===== src/rtl/reg_file_sb.sv =====
// Register file with two combinational read ports, one muxed write port,
// optional zero register, optional write-to-read bypass and a pending-load scoreboard.
module reg_file_sb #(
  parameter int DATA_W   = 32,
  parameter int ADDR_W   = 5,
  parameter int DEPTH    = 32,
  parameter int ZERO_REG = 1,
  parameter int BYPASS   = 1
) (
  input  logic              clk,
  input  logic              rst,
  input  logic [ADDR_W-1:0] rs,
  input  logic [ADDR_W-1:0] rt,
  input  logic [ADDR_W-1:0] rd,
  input  logic              regdst,
  input  logic              regwrite,
  input  logic              memtoreg,
  input  logic [DATA_W-1:0] alu_ou_result,
  input  logic [DATA_W-1:0] mdr_result,
  input  logic              resv_en,
  input  logic [ADDR_W-1:0] resv_addr,
  output logic [DATA_W-1:0] rs_data,
  output logic [DATA_W-1:0] rt_data,
  output logic              rs_pending,
  output logic              rt_pending,
  output logic [ADDR_W:0]   pending_cnt
);

  localparam logic [ADDR_W:0] DEPTH_L = (ADDR_W+1)'(DEPTH);

  logic [DATA_W-1:0] r_regs [DEPTH];
  logic [DEPTH-1:0]  r_pend;
  logic [ADDR_W:0]   r_cnt;

  logic [ADDR_W-1:0] w_wa;
  logic [DATA_W-1:0] w_wd;
  logic              w_we;
  logic              w_rsv;
  logic [DEPTH-1:0]  w_pend_nxt;
  logic [ADDR_W:0]   w_cnt_nxt;

  // An index that names real, writable storage (also the only indices that read non-zero).
  function automatic logic f_ok(input logic [ADDR_W-1:0] a);
    return ({1'b0, a} < DEPTH_L) && !((ZERO_REG != 0) && (a == '0));
  endfunction

  assign w_wa  = regdst ? rd : rt;
  assign w_wd  = memtoreg ? mdr_result : alu_ou_result;
  assign w_we  = regwrite && f_ok(w_wa);
  assign w_rsv = resv_en && f_ok(resv_addr);

  // A reservation beats a same-cycle write: the write lands but a newer load is outstanding.
  always_comb begin
    w_pend_nxt = r_pend;
    w_cnt_nxt  = '0;
    for (int i = 0; i < DEPTH; i++) begin
      if (w_rsv && (resv_addr == ADDR_W'(i))) begin
        w_pend_nxt[i] = 1'b1;
      end else if (w_we && (w_wa == ADDR_W'(i))) begin
        w_pend_nxt[i] = 1'b0;
      end
      w_cnt_nxt = w_cnt_nxt + (ADDR_W+1)'(w_pend_nxt[i]);
    end
  end

  always_ff @(posedge clk) begin
    if (!rst) begin
      for (int i = 0; i < DEPTH; i++) begin
        r_regs[i] <= '0;
      end
      r_pend <= '0;
      r_cnt  <= '0;
    end else begin
      if (w_we) begin
        r_regs[w_wa] <= w_wd;
      end
      r_pend <= w_pend_nxt;
      r_cnt  <= w_cnt_nxt;
    end
  end

  // Pending flags come straight from the stored bits, so a clearing write drops them a cycle later.
  always_comb begin
    rs_data    = '0;
    rt_data    = '0;
    rs_pending = 1'b0;
    rt_pending = 1'b0;
    if (rst) begin
      if (f_ok(rs)) begin
        rs_data    = ((BYPASS != 0) && w_we && (w_wa == rs)) ? w_wd : r_regs[rs];
        rs_pending = r_pend[rs];
      end
      if (f_ok(rt)) begin
        rt_data    = ((BYPASS != 0) && w_we && (w_wa == rt)) ? w_wd : r_regs[rt];
        rt_pending = r_pend[rt];
      end
    end
  end

  assign pending_cnt = r_cnt;

endmodule


===== config.mk =====
export PLATFORM = sky130hd
export DESIGN_NAME = reg_file_sb
export DESIGN_NICKNAME = d
export VERILOG_FILES = /design/src/rtl/reg_file_sb.sv
export SDC_FILE = /design/constraint.sdc
export NUM_CORES = 2
export LEC_CHECK = 0
export BUFFER_PORTS_ARGS = -buffer_cell sky130_fd_sc_hd__buf_2
export CAP_MARGIN = 40
export CELL_PAD_IN_SITES_DETAIL_PLACEMENT = 1
export CELL_PAD_IN_SITES_GLOBAL_PLACEMENT = 2
export CORE_MARGIN = 2
export CORE_UTILIZATION = 49
export CTS_CLUSTER_SIZE = 40
export DETAILED_ROUTE_END_ITERATION = 16
export PLACE_DENSITY_LB_ADDON = 0.25
export SLEW_MARGIN = 20
export SYNTH_ARGS = -nofsm -noshare
export SYNTH_HDL_FRONTEND = slang
export SYNTH_SLANG_ARGS = --single-unit

===== constraint.sdc =====
create_clock -name clk -period 16.8 [get_ports clk]
set_input_delay 3.36 -clock clk [delete_from_list [all_inputs] [get_ports clk]]
set_output_delay 3.36 -clock clk [all_outputs]
set_load 0.03 [all_outputs]

After elaboration in Yosys (flattened, before gate mapping) --
Memories as Yosys holds them, arrays and structs flattened. Index checks and enable logic that the tools add are counted.
Storage, ports and cells: register bits 38, bits in writable memories 1024, input port bits 90, output and inout port bits 72, logic and storage cells 262, memories kept 1
Memory list:
- r_regs | words 32, bits a word 32, read ports 2, clocked after memory_dff 0, wr ports 32, line 31 | logic [DATA_W-1:0] r_regs [DEPTH];
Cells by class: add/sub/neg operators 31, $lt $le $gt $ge 2, eq/ne operators 64, multiplexer cells 87, reduce and logical (&&, ||, !) cells 75
Operators with widths (number):
- 2-to-1 mux 32 bit | 8
- == test 5 bit (second input constant) | 32
- adder 6 x 1 -> 6 bit | 26
- == test 5 x 4 -> 1 bit (second input constant) | 16
- 2-to-1 mux 1 bit | 75
- logical AND 1 bit | 68
- == test 5 x 3 -> 1 bit (second input constant) | 8
- OR reduction 32 bit | 1
- == test 5 x 2 -> 1 bit (second input constant) | 4
- logical NOT 5 bit | 4
- < comparator 5 x 6 -> 1 bit (second input constant) | 2
- binary-select mux 1 bit (select 5 bit) | 2
- == test 5 x 1 -> 1 bit (second input constant) | 2
- == test 5 bit | 2
- 2-to-1 mux 5 bit | 2
- adder 5 x 1 -> 6 bit | 1
- adder 4 x 1 -> 5 bit | 1
- adder 3 x 1 -> 4 bit | 1
- adder 2 x 1 -> 3 bit | 1
- adder 1 x 1 -> 2 bit | 1
- logical NOT 1 bit | 2

Logic depth before layout (Yosys ltp) --
depth in word-level cells 38, gate-level depth with buffers 22

Worst setup path after synthesis --
Ideal clock, no wire load.
kind input -> register, from input regdst, to register r_cnt[4], in the netlist pending_cnt[4], arrival 8.872 ns, data required time 16.672 ns, path slack 7.800 ns, stages 18, cells stage by stage buf_2 -> or3b_2 -> a211oi_1 -> nand2_1 -> a22oi_1 -> fa_1 -> fa_1 -> fa_1 -> fa_1 -> fa_1 -> fa_1 -> inv_1 -> ha_1 -> fa_1 -> a21o_1 -> a21oi_1 -> xor2_1 -> nor2_1
On the way: word-level cells in the longest chain between the ends 38
Ends and longest elaborated chain:
- start: declaration | line 15 | input logic regdst,
- 2-to-1 mux 5 bit * | line 47 | assign w_wa = regdst ? rd : rt;
- logical NOT 5 bit | line 44, 59
- logical NOT 1 bit | line 44 | return ({1'b0, a} < DEPTH_L) && !((ZERO_REG != 0) && (a == '0));
- logical AND 1 bit | line 49 | assign w_we = regwrite && f_ok(w_wa);
- logical AND 1 bit | line 59 | end else if (w_we && (w_wa == ADDR_W'(i))) begin
- 2-to-1 mux 1 bit | line 59
- 2-to-1 mux 1 bit | line 57 | if (w_rsv && (resv_addr == ADDR_W'(i))) begin
- adder 1 x 1 -> 2 bit | line 62 | w_cnt_nxt = w_cnt_nxt + (ADDR_W+1)'(w_pend_nxt[i]);
- adder 2 x 1 -> 3 bit | line 62
- adder 3 x 1 -> 4 bit | line 62
- adder 4 x 1 -> 5 bit | line 62
- adder 5 x 1 -> 6 bit | line 62
- adder 6 x 1 -> 6 bit (25 in a row) | line 62
- adder 6 x 1 -> 6 bit * | line 62
- end signal: assignment | line 78 | r_cnt <= w_cnt_nxt;
- end: declaration | line 33 | logic [ADDR_W:0] r_cnt;
Mark *: on every way between the ends. The rest lies on a longest branch, timed or not. A chain may end at the register's enable or synchronous reset.

Final worst setup path --
from input rs[0], to output rs_data[31]
On the way: word-level cells in the longest chain between the ends 5
Ends and longest elaborated chain:
- start: declaration | line 12 | input logic [ADDR_W-1:0] rs,
- parallel branches: the longest is 3 deep, another holds memory (32 x 32 bit)
- 2-to-1 mux 32 bit * | line 89 | if (f_ok(rs)) begin
- 2-to-1 mux 32 bit * | line 88 | if (rst) begin
- end: declaration | line 22 | output logic [DATA_W-1:0] rs_data,
Mark *: on every way between the ends.

==> results.toml <==
[routing]
vias_per_cell = 7.07
via_count = 40500
route.detailed.drc = 0
wirelength_um = 213000
dr.pass1.iters = 5
drtIter0Drc = 5856
routedWlPerCell_um = 37.1
ant_nets = 0

[yosys]
syn_inst = 4103
synth.distinct_cells = 63
ys_top_cells_by_area = "edfxtp_1, mux4_2, nor2_1"
synth_edf_count = 1024
post-synth-top-count-cell = "nor2_1"
ys_seq_area_share_pct = 56.1
synth.top_cell.area_share_pct = 54.7
synth_common_cells = "nor2_1, edfxtp_1, mux4_2, mux2i_1, clkbuf_1"
synthArstFlopShare_pct = 0
synth_warnings = 0
synthesis.area_um2 = 56200
yosysTopAreaCell = "edfxtp_1"
synth.avg_cell_area_um2 = 13.7
synth-seq-cells = 1062
synthFlopType = "edfxtp_1"

[setup_path]
rrSetupSlack_ns = 11.70
setup.worst_path.start_class = "input port"
crit_type = "input port to output pin"
cp_slowest_cell = "buf_4"
worst_ep_arrival_time_ns = 7.29
path_cells = "buf_8, buf_4, buf_4, mux4_2, mux4_2, a21oi_1, o22ai_1, buf_2"
critPathMaxFanout = 70
crit_path_max_incr_delay_ns = 0.76
crit_path_end_kind = "output pin"
worstPathRequired_ns = 13.44

[clock_network]
postCtsSetupBuffers = 0
root_buffer = "clkbuf_16"
clk_latency_ns = 0.73
cts_buffer_depth = 3
numCtsBuffers = 116
cts.sinks = 1062
hold_buffers = 0
cts_tree = "yes"
ctsResizeCount = 0
cts.reportedPaths.clkPinSlew_ns = 0.06
cts-htree-levels = 3

[pwr]
ir_drop_mv = 0.0866
cellLeakagePower_nw = 22.5
power.density_nw_per_um2 = 105

[die]
io-pin-count = 162
core-area_um2 = 114000
initial_core_util_pct = 49.3
rows = 124
die_area_um2 = 117000
die_x_um = 343
dieHeight_um = 343

[timing]
drv_slew = 0
tightest_slew_ns = 0.946
fin_crit_ns = 10.65
setup_violations = 0
rsz0062_at_grt = "no"
fmax_mhz = 93.9
finalHoldViolCount = 0
setup-tns-final_ns = 0
fin_skew_ns = 0.0281
relSlewSlack_pct = 37.0
fin_crit_sh_pct = 63.4

[place]
hpwl_um = 119000
placed_area_um2 = 59200
gp_congestion = 0.815
post-place-cells = 5517
portBuffers = 161

[layout]
layout.cells.non_filler = 5736
fillers = 11000
finalCoreUtilization_pct = 55.2
fin_area_um2 = 63000
fin_nets = 4251
multi_input_area_um2 = 23300
diodes = 0
seqCellArea_um2 = 31500
area_growth_pct = 12.1
drive_above_1_share_pct = 25.4

[grt]
antenna_found_initial = 2
track_usage_pct = 36.2
grt_pass1_wl_um = 301000
gr-total-overflow = 0
grt_pass1_vias = 41500
grt_max_degree = 96

[worst_hold_path]
min_path_type = "flop to flop"

[run_status]
status = "complete, no violations"

[job]
cap_violations = 0
[routing by layer]
layer  global-route usage, %  part of all wire [%]  vias up
met5                       0                 0.011        -
met4                    16.1                   5.0        4
met3                    6.07                    11      599
met2                    57.8                    47     2975
met1                    49.1                    37    21200
li1                        -                     -    15800
[worst max-delay path, delay by kind of cell]
family / cells / cell delay, ns
buffers and inverters: 4 / 2.38
muxes: 2 / 1.11
AOI/OAI and AO/OA: 2 / 0.36
[final timing paths]
| check | from | depth (start not counted) | endpoint |
|---|---|---|---|
| max | rs[0] | 8 | rs_data[31] |
| min | r_pend[0] | 2 | r_pend[0] |
| max reg2reg | r_pend[1] | 17 | pending_cnt[4] |
| min reg2reg | r_pend[0] | 2 | r_pend[0] |
[state kept, by name (all words and copies together), names as in the netlist]
name         cells
r_pend          32
r_regs        1024
pending_cnt      6
[report_power, final]
group | total (mW) | switching (mW) | internal, mW
logic | 0.934 | 0.574 | 0.360
registers | 3.13 | 0.0799 | 3.06
clock network | 2.52 | 1.10 | 1.42
total | 6.59 | 1.76 | 4.84
[stage by stage]
step / power (mW) / worst slack (ns) / hold slack, ns
after floorplan: 3.74 / 7.80 / 0.469
after global placement: 4.05 / 5.86 / 0.527
after detailed placement: 4.10 / 5.85 / 0.534
after CTS: 6.58 / 5.85 / 0.543
after global routing: 6.74 / 5.87 / 0.591
final: 6.59 / 6.15 / 0.536
[layout make-up]
type                            count  area share, %
Clock buffer                      143           4.84
Clock inverter                     69          0.962
Tap cell                         1512           3.01
Multi-Input combinational cell   2617           37.0
Sequential cell                  1062           50.1
Inverter                           27          0.171
Timing Repair Buffer              306           3.97
[placed cells by master (no fill, tap or decap), types with 7 or more instances in the layout]
cell type,n
nor2_1,1093
edfxtp_1,1024
mux4_2,461
mux2i_1,270
buf_2,155
clkbuf_16,118
a21oi_1,110
buf_4,106
o22ai_1,99
o21ai_0,66
a221oi_1,64
nand2_2,40
dfxtp_1,38
nand2_1,35
or2_2,34
clkinv_1,32
a2bb2oi_1,32
o31ai_1,32
conb_1,32
a221o_1,31
clkbuf_1,25
clkinv_2,24
fa_1,24
inv_1,23
mux2i_4,20
nand2_4,19
buf_12,18
a22oi_1,15
and2_1,13
buf_8,13
buf_16,13
mux2i_2,12
bufinv_16,9
xnor2_1,8
ha_1,7
[logic make-up (layout without fill, tap and decap cells)]
logic type               after synthesis  in the layout  share of synthesized area (%)
AO/OA/AOI/OAI                        494            494                           6.07
XOR/XNOR                              11             11                          0.172
adder cells (fa/ha/maj)               31             31                           1.01
buffers and inverters                455            545                           3.70
flip-flops                          1062           1062                           56.1
multiplexers                         765            765                           23.9
other                                  1             32                        0.00668
AND/OR/NAND/NOR                     1284           1284                           9.04
(Power assumes the default switching activity.)
